[src/rtl/proc_pkg.sv]
// Shared decode definitions: RV32I opcodes, ALU operation encoding and the
// control bundle carried from decode into execute.
package proc_pkg;

    localparam logic [6:0] OP_R      = 7'b0110011;
    localparam logic [6:0] OP_I      = 7'b0010011;
    localparam logic [6:0] OP_LOAD   = 7'b0000011;
    localparam logic [6:0] OP_STORE  = 7'b0100011;
    localparam logic [6:0] OP_BRANCH = 7'b1100011;
    localparam logic [6:0] OP_JAL    = 7'b1101111;
    localparam logic [6:0] OP_JALR   = 7'b1100111;
    localparam logic [6:0] OP_LUI    = 7'b0110111;
    localparam logic [6:0] OP_AUIPC  = 7'b0010111;
    localparam logic [6:0] OP_SYS    = 7'b1110011;

    typedef enum logic [3:0] {
        ALU_ADD  = 4'd0,
        ALU_SUB  = 4'd1,
        ALU_SLL  = 4'd2,
        ALU_SLT  = 4'd3,
        ALU_SLTU = 4'd4,
        ALU_XOR  = 4'd5,
        ALU_SRL  = 4'd6,
        ALU_SRA  = 4'd7,
        ALU_OR   = 4'd8,
        ALU_AND  = 4'd9,
        ALU_LUI  = 4'd10
    } alu_op_t;

    // rti: return from interrupt (mret); rsi: other system ops that trap
    typedef struct packed {
        alu_op_t alu_op;
        logic    alu_src_imm;
        logic    mem_rd;
        logic    mem_wr;
        logic    reg_wr;
        logic    branch;
        logic    jump;
        logic    rti;
        logic    rsi;
    } ctrl_t;

    localparam ctrl_t NOP_CTRL = ctrl_t'('0);

    // Only register-register ops use funct7[5] to select SUB; shifts use it for SRA
    function automatic alu_op_t alu_from_funct(input logic [2:0] funct3,
                                               input logic funct7_b5,
                                               input logic is_reg);
        alu_op_t op;
        case (funct3)
            3'd0:    op = (is_reg && funct7_b5) ? ALU_SUB : ALU_ADD;
            3'd1:    op = ALU_SLL;
            3'd2:    op = ALU_SLT;
            3'd3:    op = ALU_SLTU;
            3'd4:    op = ALU_XOR;
            3'd5:    op = funct7_b5 ? ALU_SRA : ALU_SRL;
            3'd6:    op = ALU_OR;
            default: op = ALU_AND;
        endcase
        return op;
    endfunction

endpackage

[src/rtl/reg_file.sv]
// Architectural register file: two combinational read ports, one synchronous
// write port with write-through, x0 hardwired to zero.
module reg_file #(
    parameter int XLEN  = 32,
    parameter int NREGS = 32
) (
    input  logic            clk,
    input  logic            rst_n,
    input  logic [4:0]      rs1_addr,
    input  logic [4:0]      rs2_addr,
    output logic [XLEN-1:0] rs1_data,
    output logic [XLEN-1:0] rs2_data,
    input  logic            wr_en,
    input  logic [4:0]      wr_addr,
    input  logic [XLEN-1:0] wr_data
);

    logic [XLEN-1:0] regs_q [NREGS];
    logic [XLEN-1:0] regs_d [NREGS];

    always_comb begin
        regs_d = regs_q;
        if (wr_en && wr_addr != 5'd0) begin
            regs_d[wr_addr] = wr_data;
        end
    end

    always_ff @(posedge clk or negedge rst_n) begin
        if (!rst_n) begin
            for (int i = 0; i < NREGS; i++) begin
                regs_q[i] <= '0;
            end
        end else begin
            regs_q <= regs_d;
        end
    end

    // A same-cycle writeback is forwarded so decode never sees a stale operand
    always_comb begin
        rs1_data = '0;
        rs2_data = '0;
        if (rs1_addr != 5'd0) begin
            rs1_data = (wr_en && wr_addr == rs1_addr) ? wr_data : regs_q[rs1_addr];
        end
        if (rs2_addr != 5'd0) begin
            rs2_data = (wr_en && wr_addr == rs2_addr) ? wr_data : regs_q[rs2_addr];
        end
    end

endmodule

[src/rtl/decode_stage.sv]
// RV32I decode stage: field decode, immediate generation, register read,
// load-use hazard detection and the ID/EX pipeline register.
module decode_stage
    import proc_pkg::*;
#(
    parameter int XLEN  = 32,
    parameter int NREGS = 32
) (
    input  logic            clk,
    input  logic            rst_n,
    input  logic [31:0]     instruction_dec,
    input  logic [31:0]     pc_dec,
    input  logic            flush,
    input  logic            wb_en,
    input  logic [4:0]      wb_rd,
    input  logic [XLEN-1:0] wb_data,
    output logic            stall_fe,
    output logic            valid_ex,
    output logic [31:0]     pc_ex,
    output logic [XLEN-1:0] rs1_data_ex,
    output logic [XLEN-1:0] rs2_data_ex,
    output logic [31:0]     imm_ex,
    output logic [4:0]      rd_ex,
    output ctrl_t           ctrl_ex,
    output logic            illegal_ex
);

    logic [6:0]      opcode;
    logic [4:0]      rs1, rs2, rd;
    logic [2:0]      funct3;
    logic [XLEN-1:0] rs1_rdata, rs2_rdata;

    assign opcode = instruction_dec[6:0];
    assign rd     = instruction_dec[11:7];
    assign funct3 = instruction_dec[14:12];
    assign rs1    = instruction_dec[19:15];
    assign rs2    = instruction_dec[24:20];

    reg_file #(.XLEN(XLEN), .NREGS(NREGS)) u_reg_file (
        .clk      (clk),
        .rst_n    (rst_n),
        .rs1_addr (rs1),
        .rs2_addr (rs2),
        .rs1_data (rs1_rdata),
        .rs2_data (rs2_rdata),
        .wr_en    (wb_en),
        .wr_addr  (wb_rd),
        .wr_data  (wb_data)
    );

    logic        valid_q, valid_d;
    logic [31:0] pc_q, pc_d;
    logic [XLEN-1:0] rs1_data_q, rs1_data_d;
    logic [XLEN-1:0] rs2_data_q, rs2_data_d;
    logic [31:0] imm_q, imm_d;
    logic [4:0]  rd_q, rd_d;
    ctrl_t       ctrl_q, ctrl_d;
    logic        illegal_q, illegal_d;

    ctrl_t       ctrl;
    logic [31:0] imm;
    logic        uses_rs1, uses_rs2, legal;

    always_comb begin
        ctrl     = NOP_CTRL;
        imm      = '0;
        uses_rs1 = 1'b0;
        uses_rs2 = 1'b0;
        legal    = 1'b1;
        case (opcode)
            OP_R: begin
                ctrl.alu_op = alu_from_funct(funct3, instruction_dec[30], 1'b1);
                ctrl.reg_wr = 1'b1;
                uses_rs1    = 1'b1;
                uses_rs2    = 1'b1;
            end
            OP_I: begin
                ctrl.alu_op      = alu_from_funct(funct3, instruction_dec[30], 1'b0);
                ctrl.alu_src_imm = 1'b1;
                ctrl.reg_wr      = 1'b1;
                imm              = {{20{instruction_dec[31]}}, instruction_dec[31:20]};
                uses_rs1         = 1'b1;
            end
            OP_LOAD: begin
                ctrl.alu_src_imm = 1'b1;
                ctrl.mem_rd      = 1'b1;
                ctrl.reg_wr      = 1'b1;
                imm              = {{20{instruction_dec[31]}}, instruction_dec[31:20]};
                uses_rs1         = 1'b1;
            end
            OP_STORE: begin
                ctrl.alu_src_imm = 1'b1;
                ctrl.mem_wr      = 1'b1;
                imm              = {{20{instruction_dec[31]}}, instruction_dec[31:25],
                                    instruction_dec[11:7]};
                uses_rs1         = 1'b1;
                uses_rs2         = 1'b1;
            end
            OP_BRANCH: begin
                ctrl.alu_op = ALU_SUB;
                ctrl.branch = 1'b1;
                imm         = {{19{instruction_dec[31]}}, instruction_dec[31], instruction_dec[7],
                               instruction_dec[30:25], instruction_dec[11:8], 1'b0};
                uses_rs1    = 1'b1;
                uses_rs2    = 1'b1;
            end
            OP_JAL: begin
                ctrl.jump   = 1'b1;
                ctrl.reg_wr = 1'b1;
                imm         = {{11{instruction_dec[31]}}, instruction_dec[31], instruction_dec[19:12],
                               instruction_dec[20], instruction_dec[30:21], 1'b0};
            end
            OP_JALR: begin
                ctrl.alu_src_imm = 1'b1;
                ctrl.jump        = 1'b1;
                ctrl.reg_wr      = 1'b1;
                imm              = {{20{instruction_dec[31]}}, instruction_dec[31:20]};
                uses_rs1         = 1'b1;
            end
            OP_LUI: begin
                ctrl.alu_op      = ALU_LUI;
                ctrl.alu_src_imm = 1'b1;
                ctrl.reg_wr      = 1'b1;
                imm              = {instruction_dec[31:12], 12'b0};
            end
            OP_AUIPC: begin
                ctrl.alu_src_imm = 1'b1;
                ctrl.reg_wr      = 1'b1;
                imm              = {instruction_dec[31:12], 12'b0};
            end
            OP_SYS: begin
                imm      = {{20{instruction_dec[31]}}, instruction_dec[31:20]};
                ctrl.rti = (instruction_dec[31:20] == 12'h302) && (funct3 == 3'd0);
                ctrl.rsi = !ctrl.rti;
            end
            default: legal = 1'b0;
        endcase
    end

    logic load_use, bubble;

    assign load_use = valid_q && ctrl_q.mem_rd && (rd_q != 5'd0) &&
                      ((uses_rs1 && rs1 == rd_q) || (uses_rs2 && rs2 == rd_q));
    assign stall_fe = rst_n && load_use && !flush;
    assign bubble   = flush || load_use || (instruction_dec == 32'h0);

    // Bubbles clear the whole bundle so execute sees a clean NOP
    always_comb begin
        valid_d    = 1'b0;
        pc_d       = '0;
        rs1_data_d = '0;
        rs2_data_d = '0;
        imm_d      = '0;
        rd_d       = '0;
        ctrl_d     = NOP_CTRL;
        illegal_d  = 1'b0;
        if (!bubble) begin
            valid_d    = 1'b1;
            pc_d       = pc_dec;
            rs1_data_d = rs1_rdata;
            rs2_data_d = rs2_rdata;
            imm_d      = imm;
            rd_d       = ctrl.reg_wr ? rd : 5'd0;
            ctrl_d     = ctrl;
            illegal_d  = !legal;
        end
    end

    always_ff @(posedge clk or negedge rst_n) begin
        if (!rst_n) begin
            valid_q    <= 1'b0;
            pc_q       <= '0;
            rs1_data_q <= '0;
            rs2_data_q <= '0;
            imm_q      <= '0;
            rd_q       <= '0;
            ctrl_q     <= NOP_CTRL;
            illegal_q  <= 1'b0;
        end else begin
            valid_q    <= valid_d;
            pc_q       <= pc_d;
            rs1_data_q <= rs1_data_d;
            rs2_data_q <= rs2_data_d;
            imm_q      <= imm_d;
            rd_q       <= rd_d;
            ctrl_q     <= ctrl_d;
            illegal_q  <= illegal_d;
        end
    end

    assign valid_ex    = valid_q;
    assign pc_ex       = pc_q;
    assign rs1_data_ex = rs1_data_q;
    assign rs2_data_ex = rs2_data_q;
    assign imm_ex      = imm_q;
    assign rd_ex       = rd_q;
    assign ctrl_ex     = ctrl_q;
    assign illegal_ex  = illegal_q;

endmodule

[config.mk]
export PLATFORM = sky130hd
export DESIGN_NAME = decode_stage
export DESIGN_NICKNAME = d
export VERILOG_FILES = /design/src/rtl/proc_pkg.sv /design/src/rtl/reg_file.sv /design/src/rtl/decode_stage.sv
export SDC_FILE = /design/constraint.sdc
export NUM_CORES = 2
export LEC_CHECK = 0
export BUFFER_PORTS_ARGS = -buffer_cell sky130_fd_sc_hd__buf_2
export CORE_MARGIN = 5
export CORE_UTILIZATION = 63
export DETAILED_ROUTE_END_ITERATION = 10
export PLACE_DENSITY = 0.82
export SKIP_CTS_REPAIR_TIMING = 1
export SLEW_MARGIN = 40
export SYNTH_ARGS = -nofsm -noshare
export SYNTH_HDL_FRONTEND = slang
export SYNTH_SLANG_ARGS = --single-unit
[constraint.sdc]
create_clock -name clk -period 2.6 [get_ports clk]
set_clock_uncertainty 0.1 [all_clocks]
set_input_delay 0.52 -clock clk [delete_from_list [all_inputs] [get_ports clk]]
set_output_delay 0.52 -clock clk [all_outputs]
set_load 0.02 [all_outputs]
=== Word level (Yosys, flattened, before mapping) ===
Cells that the tools add are included.

* ROM bits: 0
* Memory bits (writable): 0
* Flip-flop bits (word level): 1171
* Latch bits: 0
* Output and inout port bits: 148
* Word-level logic and storage cells: 146
* Memories: 0
* Bits of input ports: 105

* Shifts and indexed selects: 0
* $mul: 0
* Bitwise operators: 3
* Order comparisons: 4
* Mux-type cells: 38
* Add/sub/neg operators: 0
* Reductions and logical operators: 32
* Divide/modulo/power cells: 0
* Eq/ne operators: 21

{| class="wikitable"
|+ Operators by type and width
! operator !! count
|-
| 1024-bit bitwise mux || 1
|-
| 32-bit 2-to-1 mux || 13
|-
| 32-bit binary-select mux with 5-bit select || 2
|-
| 32-bit demux with 5-bit select || 1
|-
| 32-bit one-hot mux with 5 select lines || 1
|-
| 4-bit one-hot mux with 7 select lines || 2
|-
| 32-bit logical NOT || 1
|-
| 7-bit == test (second input constant) || 4
|-
| 7-bit by 6-bit == test with 1-bit output (second input constant) || 3
|-
| 5-bit == test || 4
|-
| 5-bit nonzero test || 4
|-
| 6-bit greater-or-equal comparator (second input constant) || 3
|-
| 5-bit inverter with 6-bit output || 3
|-
| 4-bit one-hot mux with 4 select lines || 1
|-
| 7-bit by 5-bit == test with 1-bit output (second input constant) || 2
|-
| 1-bit 2-to-1 mux || 13
|-
| 12-bit by 10-bit == test with 1-bit output (second input constant) || 1
|-
| 1-bit logical AND || 12
|-
| 12-bit 2-to-1 mux || 1
|-
| 6-bit OR reduction || 2
|-
| 5-bit 2-to-1 mux || 2
|-
| 10-bit OR reduction || 1
|-
| 3-bit == test (second input constant) || 3
|-
| 7-bit by 2-bit == test with 1-bit output (second input constant) || 1
|-
| other kinds (11) || 17
|}

=== Logic depth before layout (Yosys ltp) ===
* Depth in word-level cells: 9
* Mapped depth: 11
* Gate-level depth less buffers: 6

=== Hierarchy ===
A second synthesis with hierarchy kept.

* Cells, all modules: 4345
* Area, all modules: 60915.9 µm²

{| class="wikitable"
|+ By module, submodules not included
! module !! sequential area each (µm²) !! instances !! area each (µm²) !! cells each
|-
| reg_file || 25624.6 || 1 || 55336.8 || 3890
|-
| decode_stage || 3678.5 || 1 || 5579.1 || 455
|}

=== Least setup slack after synthesis ===
No wires, ideal clock.

* Kind: in2reg
* From: in instruction_dec[16]
* To: reg rs1_data_q[30], in the netlist rs1_data_ex[30]
* Required time: 2.349 ns
* Library setup time: 0.151 ns
* Buffers on the path: 4
* Arrival: 2.236 ns
* Path slack: 0.114 ns
* Stages: 9
* Cell sequence: buf_4 > buf_4 > buf_2 > buf_2 > mux2_2 > a311oi_1 > o21ai_0 > o21ai_0 > a211oi_2

* Word-level cells in the longest chain between the ends: 7
* Elaborated cells on any way between the ends: 17
* Classes of those cells: eq/ne (2); mux (6); bitwise (1); reduce/logical (8)

{| class="wikitable"
|+ RTL lines
! what !! RTL line !! RTL
|-
| start: declaration || decode_stage.sv:11 || <nowiki>input logic [31:0] instruction_dec,</nowiki>
|-
| 5-bit inverter with 6-bit output (not written as such) / 5-bit == test (equally long branches) || reg_file.sv:43, decode_stage.sv:143 ||
|-
| 32-bit binary-select mux with 5-bit select / 1-bit logical AND (equally long branches) || reg_file.sv:43, decode_stage.sv:143 ||
|-
| 32-bit 2-to-1 mux (not written as such) / 1-bit logical OR (equally long branches) || reg_file.sv:43, decode_stage.sv:143 ||
|-
| 32-bit 2-to-1 mux (not written as such) / 1-bit logical AND (equally long branches) || reg_file.sv:43, decode_stage.sv:142 ||
|-
| 32-bit 2-to-1 mux / 1-bit logical OR (equally long branches) || reg_file.sv:43, decode_stage.sv:145 ||
|-
| 32-bit 2-to-1 mux / 1-bit logical OR (equally long branches) || reg_file.sv:42, decode_stage.sv:145 ||
|-
| 32-bit 2-to-1 mux * || decode_stage.sv:157 || <nowiki>if (!bubble) begin</nowiki>
|-
| net rs1_data_d[30] || decode_stage.sv:53 || <nowiki>logic [XLEN-1:0] rs1_data_q, rs1_data_d;</nowiki>
|-
| end signal: assignment || decode_stage.sv:182 || <nowiki>rs1_data_q <= rs1_data_d;</nowiki>
|-
| end: declaration || decode_stage.sv:53 ||
|}

The timed path passes the listed nets; every way through them passes the cells marked *. The select of a mux whose other input is x is not followed.
A chain may end at the register's enable or synchronous reset.

=== Worst setup path in the final report ===
* From: reg rd_q[2], in the netlist rd_ex[2]
* To: out stall_fe

* Word-level cells in the longest chain between the ends: 6
* Elaborated cells on any way between the ends: 10
* Classes of those cells: eq/ne (2); reduce/logical (8)

{| class="wikitable"
|+ RTL lines
! what !! RTL line !! RTL
|-
| start: declaration || decode_stage.sv:56 || <nowiki>logic [4:0] rd_q, rd_d;</nowiki>
|-
| start signal: assignment || decode_stage.sv:185 || <nowiki>rd_q <= rd_d;</nowiki>
|-
| 5-bit == test || decode_stage.sv:143 || <nowiki>((uses_rs1 && rs1 == rd_q) || (uses_rs2 && rs2 == rd_q));</nowiki>
|-
| 1-bit logical AND || decode_stage.sv:143 ||
|-
| 1-bit logical OR || decode_stage.sv:143 ||
|-
| 1-bit logical AND * || decode_stage.sv:142 || <nowiki>assign load_use = valid_q && ctrl_q.mem_rd && (rd_q != 5'd0) &&</nowiki>
|-
| 1-bit logical AND * (2 in series) || decode_stage.sv:144 || <nowiki>assign stall_fe = rst_n && load_use && !flush;</nowiki>
|-
| end: declaration || decode_stage.sv:17 || <nowiki>output logic stall_fe,</nowiki>
|}

Mark *: on every way between the ends. The rest lies on a longest branch, timed or not.

==> results.yml <==
run_status:
  outcome: "complete, but fails checks"
  violations: "design-rule violations, negative setup slack"
route:
  drt_pass1_iterations: 10
  ant_nets: 0
  vias: 44080
  wl_um: 191900
  drc: 2
  wl_per_cell_um: 31.71
  post_drt_via_cell_ratio: 7.283
  drtIter0Drc: 5388
floorplanning:
  coreArea_mm2: 0.09628
  fp-row-count: 114
  start_util_pct: 63.19
  io_pins: 253
  fp.dieArea_mm2: 0.1029
  die_w_um: 320.8
  die_height_um: 320.8
critical_path:
  critical_path.startpoint_type: "flip-flop"
  critical_path_class: "reg2out"
  crit_path_cell_trace: "xnor2_1 > nand3_2 > nor3_4 > o21ai_0 > nand2_1 > and4b_1 > buf_6"
  critPathArrivalTime_ns: 2.38
  crit_path_end_kind: "output pin"
  cp_slowest_cell: "dfrtp_2"
  crit_required_ns: 1.98
  crit_family: "simple AND/OR/NAND/NOR gates"
  cp_max_fo: 3
  cp_slowest_stage_delay_ns: 0.45
  path_buf_inv: 1
placement:
  gp_congestion: 0.9156
  dpl.hpwl_um: 118400
  io_buffers: 252
  pre_cts_slack_ns: -0.06435
  place_inst: 5780
final_layout:
  finalNonFillerCells: 6053
  ff_latch_area_mm2: 0.02931
  area_delta_synth_final_pct: 15.95
  post_route_cells_drive_above_1_share_pct: 46.55
  multi_input_area_mm2: 0.02975
  fillCellCount: 5863
  layout.nets: 4774
timing:
  setup_tns_ns: -0.4046
  period_share_pct: 115.6
  timing_hold_violations_final: 0
  setup_slack_ns: -0.4046
  hold-worst-slack_ns: 0.007709
  rsz0062_at_grt: "yes"
  drv_slew: 0
  worst_slew_pin_slew_ns: 0.8502
  setup_violations: 1
  max_freq_ghz: 0.3328
  relSlewSlack_pct: 43.20
  min_period_ns: 3.005
power_and_ir_drop:
  p_sw_w: 0.01448
  switching_share_pct: 27.69
  finalPower_w: 0.05228
  p_per_area_mw_per_mm2: 741.1
  combinationalPowerShare_pct: 19.3
  internal_power_w: 0.03780
  clkPwrFrac_pct: 35.0
  power_frac_seq_pct: 45.8
  vdd_ir_drop_max_v: 0.0005992
  p_leak_nw: 31.59
clock_tree:
  htreeDepth: 3
  clockRootBuffer: "clkbuf_16"
  cts.clk_slew.worst_paths_ns: 0.07
  clockBufferDepth: 3
  cts.sinks: 1171
  cts_tree: "done"
  worstSkewPairLatency_ns: 0.73
  numCtsBuffers: 119
global_routing:
  antenna_found_initial: 6
  grt_first_pass_wirelength_um: 288100
  first_global_vias: 45440
  gr-total-overflow: 0
  grt_max_degree: 121
  track_usage_pct: 36.74
synthesis:
  netlist_instances: 4443
  synth_top_area_share_pct: 48.17
  synth-seq-area-share_pct: 48.17
  syn_nets: 4548
  synth_cell_types: 55
  synth_seq_cells: 1171
  synth_area_leaders: "dfrtp_1, mux2_2, mux4_2"
  synth_largest_area_cell: "dfrtp_1"
  async_flop_share_pct: 100.0
  syn_area_per_cell_um2: 13.69
  yosys-top-cells-count: "dfrtp_1, mux2_2, mux2i_1"
  synth_edf_count: 0
  ys_warn_count: 0
  dominantRegCellSynth: "dfrtp_1"
  syn_area_mm2: 0.06084
  yosysMostFrequentCell: "dfrtp_1"
flow_run:
  drv_cap: 0
worst_hold_path:
  hold_path.class: "in2reg"
==> cell usage in the layout, fill, tap and decap left out, types with 48 or more instances in the layout <==
cell,synthesis,routed
dfrtp_1,1171,1168
mux4_2,320,320
a211oi_1,69,69
a22o_1,64,64
nor2b_1,69,64
mux2_2,993,993
nand3_1,73,70
nand2_1,104,87
buf_12,0,123
buf_2,105,242
a22oi_1,69,69
mux2i_1,384,384
o22ai_1,64,64
clkbuf_16,0,121
buf_4,46,192
o221ai_1,64,64
nor2_1,67,48
a21oi_1,154,154
==> layout make-up <==
| cell class | instances | area share [%] |
|---|---|---|
| diodes | 6 | 0.02128 |
| clock buffers | 170 | 4.951 |
| clock inverters | 53 | 0.9897 |
| inverters | 2 | 0.01064 |
| multi-input cells | 2767 | 42.18 |
| flip-flops and latches | 1171 | 41.55 |
| well taps | 1276 | 2.263 |
| repair buffers | 608 | 8.040 |
==> power groups by stage <==
stage	sequential (W)	clock, W	combinational (W)
finish	0.0239	0.0183	0.0101
floorplan	0.0233	0	0.00713
detailed placement	0.0240	0	0.00973
global route	0.0242	0.0191	0.0108
CTS	0.0238	0.0183	0.00989
global placement	0.0237	0	0.00937
==> path summary, 6_finish.rpt <==
path                            cells past startpoint               startpoint                 endpoint  slack, ns
max in group asynchronous                           4                    rst_n    u_reg_file.regs_q[79]       0.64
worst min register to register                      0  u_reg_file.regs_q[1014]  u_reg_file.regs_q[1014]       0.30
worst max-delay path                                7                 rd_ex[2]                 stall_fe      -0.40
min in group asynchronous                           3                    rst_n                 pc_ex[5]       0.39
worst min-delay path                                2       instruction_dec[8]                 rd_ex[1]      0.008
worst max register to register                      9                 rd_ex[2]                pc_ex[15]       0.01
==> state kept, by name, summed over array words and instances (netlist names) <==
register / count
ctrl_ex: 12
illegal_ex: 1
imm_ex: 32
pc_ex: 32
rd_ex: 5
rs1_data_ex: 32
rs2_data_ex: 32
u_reg_file.regs_q: 1024
valid_ex: 1
==> kinds of logic after synthesis <==
kind of cell	after synthesis	synth area share, %
compound gates	603	7.402
mux	1697	36.54
flops	1171	48.17
simple gates	447	3.836
xor+xnor	20	0.2879
buf+inv	505	3.764
==> routing by layer <==
| metal | track usage, % | up-vias | part of all wire, % |
|---|---|---|---|
| met2 | 56.00 | 3129 | 46 |
| met5 | 0 | - | 0.0068 |
| met4 | 20.89 | 2 | 6.8 |
| li1 | - | 17350 | - |
| met1 | 47.46 | 22750 | 36 |
| met3 | 11.04 | 849 | 12 |
==> per-stage QoR <==
| step | cell area (um^2) | util [%] |
|---|---|---|
| 4_1_cts | 69860 | 72.56 |
| 2_1_floorplan | 60840 | - |
| 6_report | 70540 | 73.27 |
| 3_3_place_gp | 65640 | 68.18 |
| 5_1_grt | 70530 | 73.26 |
| 3_5_place_dp | 65670 | 68.21 |
(Power assumes the default switching activity.)
